<file path="config.mk">
export PLATFORM = sky130hd
export DESIGN_NAME = contador_transiciones_multicanal
export DESIGN_NICKNAME = d
export VERILOG_FILES = /design/src/rtl/transiciones_pkg.sv /design/src/rtl/contador_unos.sv /design/src/rtl/contador_transiciones_multicanal.sv
export SDC_FILE = /design/constraint.sdc
export NUM_CORES = 1
export LEC_CHECK = 0
export BUFFER_PORTS_ARGS = -buffer_cell sky130_fd_sc_hd__buf_2
export CAP_MARGIN = 20
export CORE_MARGIN = 1.5
export CORE_UTILIZATION = 60
export DETAILED_ROUTE_END_ITERATION = 8
export PLACE_DENSITY = 0.84
export SLEW_MARGIN = 10
export SYNTH_ARGS = -nofsm -noshare
export SYNTH_HDL_FRONTEND = slang
export SYNTH_HIERARCHICAL = 1
export SYNTH_SLANG_ARGS = --single-unit
</file>
<file path="constraint.sdc">
create_clock -name clk -period 13.98 [get_ports clk]
set_clock_uncertainty 0.1 [all_clocks]
set_input_delay 1.398 -clock clk [delete_from_list [all_inputs] [get_ports clk]]
set_output_delay 1.398 -clock clk [all_outputs]
set_load 0.02 [all_outputs]
</file>
<file path="src/rtl/transiciones_pkg.sv">
// Shared defaults and helpers for the multichannel transition counter.
// Channel indices match the adders under test (ripple, logic, look-ahead).
package transiciones_pkg;

  localparam int NCANALES_DEF = 3;
  localparam int ANCHO_DEF    = 8;
  localparam int CNT_W_DEF    = 32;
  localparam int DIR_W_DEF    = 2;

  localparam int CANAL_RIZADO    = 0;
  localparam int CANAL_LOGICO    = 1;
  localparam int CANAL_LOOKAHEAD = 2;

  function automatic int pop_w(input int n);
    return $clog2(n + 1);
  endfunction

  localparam int POP_W = pop_w(ANCHO_DEF);

endpackage

</file>
<file path="src/rtl/contador_unos.sv">
// Combinational popcount of an ANCHO-bit vector.
// Result width is just enough to hold ANCHO.
module contador_unos
  import transiciones_pkg::*;
#(
  parameter int ANCHO = ANCHO_DEF
) (
  input  logic [ANCHO-1:0]        vec,
  output logic [pop_w(ANCHO)-1:0] unos
);

  localparam int PW = pop_w(ANCHO);

  always_comb begin
    unos = '0;
    for (int i = 0; i < ANCHO; i++) begin
      unos = unos + PW'(vec[i]);
    end
  end

endmodule

</file>
<file path="src/rtl/contador_transiciones_multicanal.sv">
// Per-channel bit-toggle counters with addressed read/preset port.
// Optional peak-toggle output enabled by macro PICO_TRANSICIONES_EN.
module contador_transiciones_multicanal
  import transiciones_pkg::*;
#(
  parameter int NCANALES = NCANALES_DEF,
  parameter int ANCHO    = ANCHO_DEF,
  parameter int CNT_W    = CNT_W_DEF,
  parameter int DIR_W    = DIR_W_DEF,
  parameter int SATURAR  = 1
) (
  input  logic                      clk,
  input  logic                      reset_L,
  input  logic                      habilitar,
  input  logic [NCANALES*ANCHO-1:0] muestras,
  input  logic [DIR_W-1:0]          dir,
  input  logic                      LE,
  input  logic                      escr,
  input  logic [CNT_W-1:0]          dato_in,
  output logic [CNT_W-1:0]          dato_out,
  output logic                      dato_valido,
  output logic [NCANALES-1:0]       desborde
`ifdef PICO_TRANSICIONES_EN
  ,
  output logic [NCANALES*pop_w(ANCHO)-1:0] pico
`endif
);

  localparam int PW = pop_w(ANCHO);

  logic             ref_ok;
  logic [CNT_W-1:0] cnt [NCANALES];
  logic [CNT_W-1:0] lectura;

  for (genvar k = 0; k < NCANALES; k++) begin : g_canal
    logic [ANCHO-1:0] muestra;
    logic [ANCHO-1:0] ref_q;
    logic [PW-1:0]    inc;
    logic [CNT_W:0]   suma;
    logic [CNT_W-1:0] cnt_q;
    logic             des_q;
    logic             esc_k;
    logic             cuenta;

    assign muestra = muestras[k*ANCHO +: ANCHO];
    assign esc_k   = escr && !LE && (dir == DIR_W'(k));
    assign cuenta  = habilitar && ref_ok;
    assign suma    = {1'b0, cnt_q} + (CNT_W+1)'(inc);

    contador_unos #(
      .ANCHO(ANCHO)
    ) u_unos (
      .vec (muestra ^ ref_q),
      .unos(inc)
    );

    // A preset on this channel takes priority over its own increment.
    always_ff @(posedge clk) begin
      if (!reset_L) begin
        cnt_q <= '0;
        des_q <= 1'b0;
        ref_q <= '0;
      end else begin
        if (habilitar) begin
          ref_q <= muestra;
        end
        if (esc_k) begin
          cnt_q <= dato_in;
          des_q <= 1'b0;
        end else if (cuenta) begin
          if (suma[CNT_W]) begin
            cnt_q <= (SATURAR != 0) ? {CNT_W{1'b1}}
                                    : suma[CNT_W-1:0];
            des_q <= 1'b1;
          end else begin
            cnt_q <= suma[CNT_W-1:0];
          end
        end
      end
    end

    assign cnt[k]      = cnt_q;
    assign desborde[k] = des_q;

`ifdef PICO_TRANSICIONES_EN
    logic [PW-1:0] pico_q;

    always_ff @(posedge clk) begin
      if (!reset_L) begin
        pico_q <= '0;
      end else if (esc_k) begin
        pico_q <= '0;
      end else if (cuenta && (inc > pico_q)) begin
        pico_q <= inc;
      end
    end

    assign pico[k*PW +: PW] = pico_q;
`endif
  end

  // Unmapped addresses fall through to zero.
  always_comb begin
    lectura = '0;
    for (int i = 0; i < NCANALES; i++) begin
      if (dir == DIR_W'(i)) begin
        lectura = cnt[i];
      end
    end
  end

  always_ff @(posedge clk) begin
    if (!reset_L) begin
      ref_ok      <= 1'b0;
      dato_out    <= '0;
      dato_valido <= 1'b0;
    end else begin
      ref_ok      <= habilitar;
      dato_valido <= LE;
      if (LE) begin
        dato_out <= lectura;
      end
    end
  end

endmodule

</file>
**Yosys cells after proc, flatten, opt, wreduce, memory -nomap -nowiden**

Cells that the tools add are included.

- Output and inout port bits: 36
- Logic and storage cells: 70
- Input port bits: 63
- Register bits after elaboration: 157

- Add/subtract/negate cells: 24
- Reductions and logical operators: 16
- Bitwise gates (word level): 4
- Multiplexer cells: 12
- Eq/ne operators: 2

Operators with widths:

| kind | number |
|---|---|
| 2-to-1 mux 32 bit | 12 |
| adder 32 x 4 -> 33 bit | 3 |
| adder 4 x 1 -> 4 bit | 18 |
| XOR 8 bit | 3 |
| adder 1 x 1 -> 2 bit | 3 |
| AND reduction 2 bit | 3 |
| nonzero test 2 bit | 3 |
| OR reduction 2 bit | 3 |
| logical AND 1 bit | 5 |
| == test 2 x 1 -> 1 bit (second input constant) | 1 |
| == test 2 bit (second input constant) | 1 |
| zero test 2 bit | 1 |
| zero test 1 bit | 1 |
| inverter 1 bit | 1 |

**Longest topological paths before layout**

- Depth in word-level cells: 12
- Depth in mapped cells: 19
- Mapped depth without buffers: 17

**Modules after synthesis**

Netlist, hierarchy kept.

By module, submodules not included:

| module | times used | seq. area each (um^2) | area an instance (um^2) | cells each |
|---|---|---|---|---|
| contador_transiciones_multicanal | 1 | 3143.0 | 9201.3 | 1096 |
| contador_unos | 3 | 0.0 | 190.2 | 24 |

**Worst setup path after synthesis**

OpenSTA, ideal clock, no wires.

- Path type: input port to flip-flop
- From: input port muestras[8]
- To: register g_canal[1].cnt_q[7]
- Path buffers: 1
- Arrival time: 5.469 ns
- Setup slack: 8.276 ns
- Library setup time: 0.135 ns
- Stages: 17
- Path through: xor2_1 inv_1 fa_1 fa_1 fa_1 inv_1 ha_1 inv_1 fa_1 inv_1 fa_1 a21o_1 o21a_1 and3_1 a211oi_1 buf_2 a41oi_1

- Word-level cells in the longest chain between the ends: 12

RTL lines:

| what | line | text |
|---|---|---|
| from (decl) | contador_transiciones_multicanal.sv:15 | `input logic [NCANALES*ANCHO-1:0] muestras,` |
| XOR 8 bit | contador_transiciones_multicanal.sv:53 | `.vec (muestra ^ ref_q),` |
| adder 1 x 1 -> 2 bit | contador_unos.sv:17 | `unos = unos + PW'(vec[i]);` |
| adder 4 x 1 -> 4 bit (6 in series) | contador_unos.sv:17 |  |
| named net g_canal[1].inc[1] | contador_transiciones_multicanal.sv:38 | `logic [PW-1:0] inc;` |
| adder 32 x 4 -> 33 bit | contador_transiciones_multicanal.sv:48 | `assign suma = {1'b0, cnt_q} + (CNT_W+1)'(inc);` |
| 2-to-1 mux 32 bit | contador_transiciones_multicanal.sv:71 | `if (suma[CNT_W]) begin` |
| 2-to-1 mux 32 bit | contador_transiciones_multicanal.sv:70 | `end else if (cuenta) begin` |
| 2-to-1 mux 32 bit | contador_transiciones_multicanal.sv:67 | `if (esc_k) begin` |
| to (signal assigned) | contador_transiciones_multicanal.sv:68 | `cnt_q <= dato_in;` |
| to (signal assigned) | contador_transiciones_multicanal.sv:72 | `cnt_q <= (SATURAR != 0) ? {CNT_W{1'b1}}` |
| to (signal assigned) | contador_transiciones_multicanal.sv:76 | `cnt_q <= suma[CNT_W-1:0];` |
| to (decl) | contador_transiciones_multicanal.sv:40 | `logic [CNT_W-1:0] cnt_q;` |

The timed path passes the listed nets, and every way through them passes these cells. The select of a mux whose other input is x is not followed.
A chain may end at the register's enable or synchronous reset.

**Final worst setup path**

- From: input port muestras[16]
- To: register g_canal[2].cnt_q[28]

- Word-level cells in the longest chain between the ends: 12

RTL lines:

| what | line |
|---|---|
| XOR 8 bit | contador_transiciones_multicanal.sv:53 |
| adder 1 x 1 -> 2 bit | contador_unos.sv:17 |
| adder 4 x 1 -> 4 bit (6 in series) | contador_unos.sv:17 |
| named net g_canal[2].inc[1] | contador_transiciones_multicanal.sv:38 |
| adder 32 x 4 -> 33 bit | contador_transiciones_multicanal.sv:48 |
| 2-to-1 mux 32 bit | contador_transiciones_multicanal.sv:71 |
| 2-to-1 mux 32 bit | contador_transiciones_multicanal.sv:70 |
| 2-to-1 mux 32 bit | contador_transiciones_multicanal.sv:67 |
| to (signal assigned) | contador_transiciones_multicanal.sv:68 |
| to (signal assigned) | contador_transiciones_multicanal.sv:72 |
| to (signal assigned) | contador_transiciones_multicanal.sv:76 |
| to (decl) | contador_transiciones_multicanal.sv:40 |

The timed path passes the listed nets, and every way through them passes these cells. The select of a mux whose other input is x is not followed.

==> out/results.ini <==
[status]
status=complete, no violations

[floorplan]
die_area_um2=17100
rows=46
die_h_um=131
core-area_um2=15900
initial_core_util=0.615
ios=99
die_w_um=131

[cells_and_area]
regArea_um2=3140
multiInputGateArea_um2=6130
nets=1313
drive_gt1_frac=0.129
n_antenna_cell=0
instances_no_fill=1442
area_delta_synth_final_pct=11.7
fillCellCount=1309

[yosys]
synth_edf_count=0
avgSynthCellArea_um2=8.37
syn_area_um2=9770
yosys.area.top_type=dfxtp_1
postSynthCellCount=1168
syn_nets=1267
ys_types=59
async_flop_share=0
ys_seq_elements=157
yosysWarnings=6
synth_common_cells=dfxtp_1 (157), o211ai_1 (103), nand2_1 (97)
synth-seq-area-share=0.322
synth_most_common_cell=dfxtp_1
synthFlopType=dfxtp_1
synth_top_area_frac=0.322
synth_area_leaders=dfxtp_1 (32%), o211ai_1 (7.9%), mux2i_1 (6.9%), xor2_1 (5.0%), a21oi_1 (4.7%)

[pwr]
p_leak_nw=4.86
total_power_mw=1.30
p_switching_mw=0.405
p_clk_frac=0.366
intPower_mw=0.893
seq_power_share=0.385
power_frac_comb=0.249
vdd_drop_max_v=0.0000899
p_sw_frac=0.312
power.density_nw_per_um2=119

[cts]
htree_levels=4
cts_resized=0
clk_pin_slew_worst_paths_ps=60
cts_hold_buf=0
cts_tree=yes
cts_buffer_depth=2
clock_latency_ps=430
cts_setup_buffers=0
numCtsBuffers=17
cts-root-buf=clkbuf_16
clock_sinks=157

[global_routing]
grt_max_degree=95
grt_pass1_vias=8790
overflow=0
grt_usage=0.335
grt_antenna_before_repair=0
grt_pass1_wl_um=44900

[drt]
drtIter0Drc=1025
drc=0
vias_per_cell=6.50
dr_total_vias=9380
dr.pass1.iters=6
wl_per_cell_um=19.6
drt_wl_total_um=28200
antenna_left=0

[worst_setup_path]
r2r-start=g_canal[2].ref_q[0]
cp_num_buf_inv=5
worstPathMaxFanout=20
cpPeakStageDelay_ps=880
critPathSlowestCell=nor2_2
crit_path_frequent_cell=fa_1
critPathCaptureType=register
cp.required_ps=14140
startpoint_type=input port
crit_chain=buf_2 -> xor2_1 -> inv_1 -> fa_1 -> fa_1 -> fa_1 -> inv_1 -> ha_1 -> inv_1 -> fa_1 -> inv_1 -> fa_1 -> a21o_1 -> a32o_1 -> nand2_1 -> nor2_2 -> nor2_2 -> a21oi_1
critical_path_class=in2reg
ff2ff_path_depth=17
cp_data_arrival_time_ps=6300
crit_family=adder cells
r2r_end=g_canal[2].cnt_q[28]
worst-r2r-setup-slack_ps=8550

[timing]
period_share=0.439
finalCriticalPeriod_ps=6140
fmax_mhz=163
hold_viol_final=0
setup_tns_ps=0
maxSlewViolCount=0
worstMarginPinSlew_ps=1140
hold_ws_ps=373
rsz0062_at_grt=no
setup-violations-final=0
worst_slew_margin_rel=0.239

[place]
io_buffers=98
gp_congestion=0.941
place_hpwl_um=18600
place_inst=1411

[min_path]
hold_depth=1
holdPathEnd=dato_out[6]
hp-start=dato_out[6]
hold_class=reg2reg

[run]
drv_cap=0

sequential cells by signal, summed over array words and instances (netlist names):
| name | count |
|---|---|
| dato_out | 32 |
| g_canal.ref_q | 24 |
| g_canal.cnt_q | 96 |
| dato_valido | 1 |
| ref_ok | 1 |
| g_canal.des_q | 3 |
per-layer routing:
layer	wire length [um]	global-route usage
met3	2320	0.0643
met2	13300	0.547
met5	0	0
met1	11400	0.421
met4	1160	0.175
cell type report:
class / count / area share
Sequential cell: 157 / 0.288
Multi-Input combinational cell: 877 / 0.562
Timing Repair Buffer: 112 / 0.0548
Inverter: 49 / 0.0168
Tap cell: 216 / 0.0248
Clock inverter: 11 / 0.0132
Clock buffer: 20 / 0.0409
kinds of logic (layout without fill, tap and decap cells):
| family | Yosys count | in the layout | share of synthesized area |
|---|---|---|---|
| simple gates | 382 | 382 | 0.206 |
| compound gates | 309 | 309 | 0.217 |
| flops | 157 | 157 | 0.322 |
| buf+inv | 134 | 192 | 0.0548 |
| xor+xnor | 83 | 83 | 0.0744 |
| mux | 67 | 67 | 0.0686 |
| fa+ha+maj | 36 | 36 | 0.0576 |
placed cells by master (no fill, tap or decap), drive strengths merged, types with 2 or more instances in the layout:
cell	n
a211oi	3
a21boi	2
a21o	6
a21oi	91
a31o	3
a31oi	12
a41oi	2
and2	9
and3	27
and4	6
buf	112
bufinv	3
clkbuf	20
clkinv	7
dfxtp	157
fa	15
ha	21
inv	49
mux2i	67
nand2	97
nand3	54
nand4	12
nor2	55
nor2b	29
nor3	12
nor4	7
o211a	34
o211ai	103
o21a	3
o21ai	28
o21bai	2
o311a	4
o31ai	5
or3	66
xnor2	27
xor2	56
worst max-delay path by stage:
stage | startpoint | to | slack, ps | depth (start not counted)
floorplan | muestras[8] | g_canal[1].cnt_q[7] | 8280 | 17
global placement | muestras[16] | g_canal[2].cnt_q[14] | 7600 | 18
detailed placement | muestras[16] | g_canal[2].cnt_q[3] | 7430 | 18
CTS | muestras[16] | g_canal[2].cnt_q[3] | 7890 | 18
global route | muestras[16] | g_canal[2].cnt_q[3] | 7620 | 18
finish | muestras[16] | g_canal[2].cnt_q[28] | 7840 | 18
stage by stage:
stage	instance area [um2]	utilization	setup slack, ps
final	10900	0.687	7840
after floorplan	9770	-	8280
after detailed placement	10300	0.650	7430
after global placement	10300	0.650	7600
after global routing	10900	0.687	7620
after CTS	10900	0.687	7890
power by group through the flow:
| stage | Sequential, mW | Combinational (mW) | Clock, mW |
|---|---|---|---|
| after floorplan | 0.508 | 0.229 | 0 |
| after CTS | 0.498 | 0.320 | 0.477 |
| after global placement | 0.507 | 0.301 | 0 |
| after global routing | 0.502 | 0.362 | 0.495 |
| after detailed placement | 0.508 | 0.315 | 0 |
| final | 0.499 | 0.324 | 0.475 |
Power figures use the tool's default switching activity.
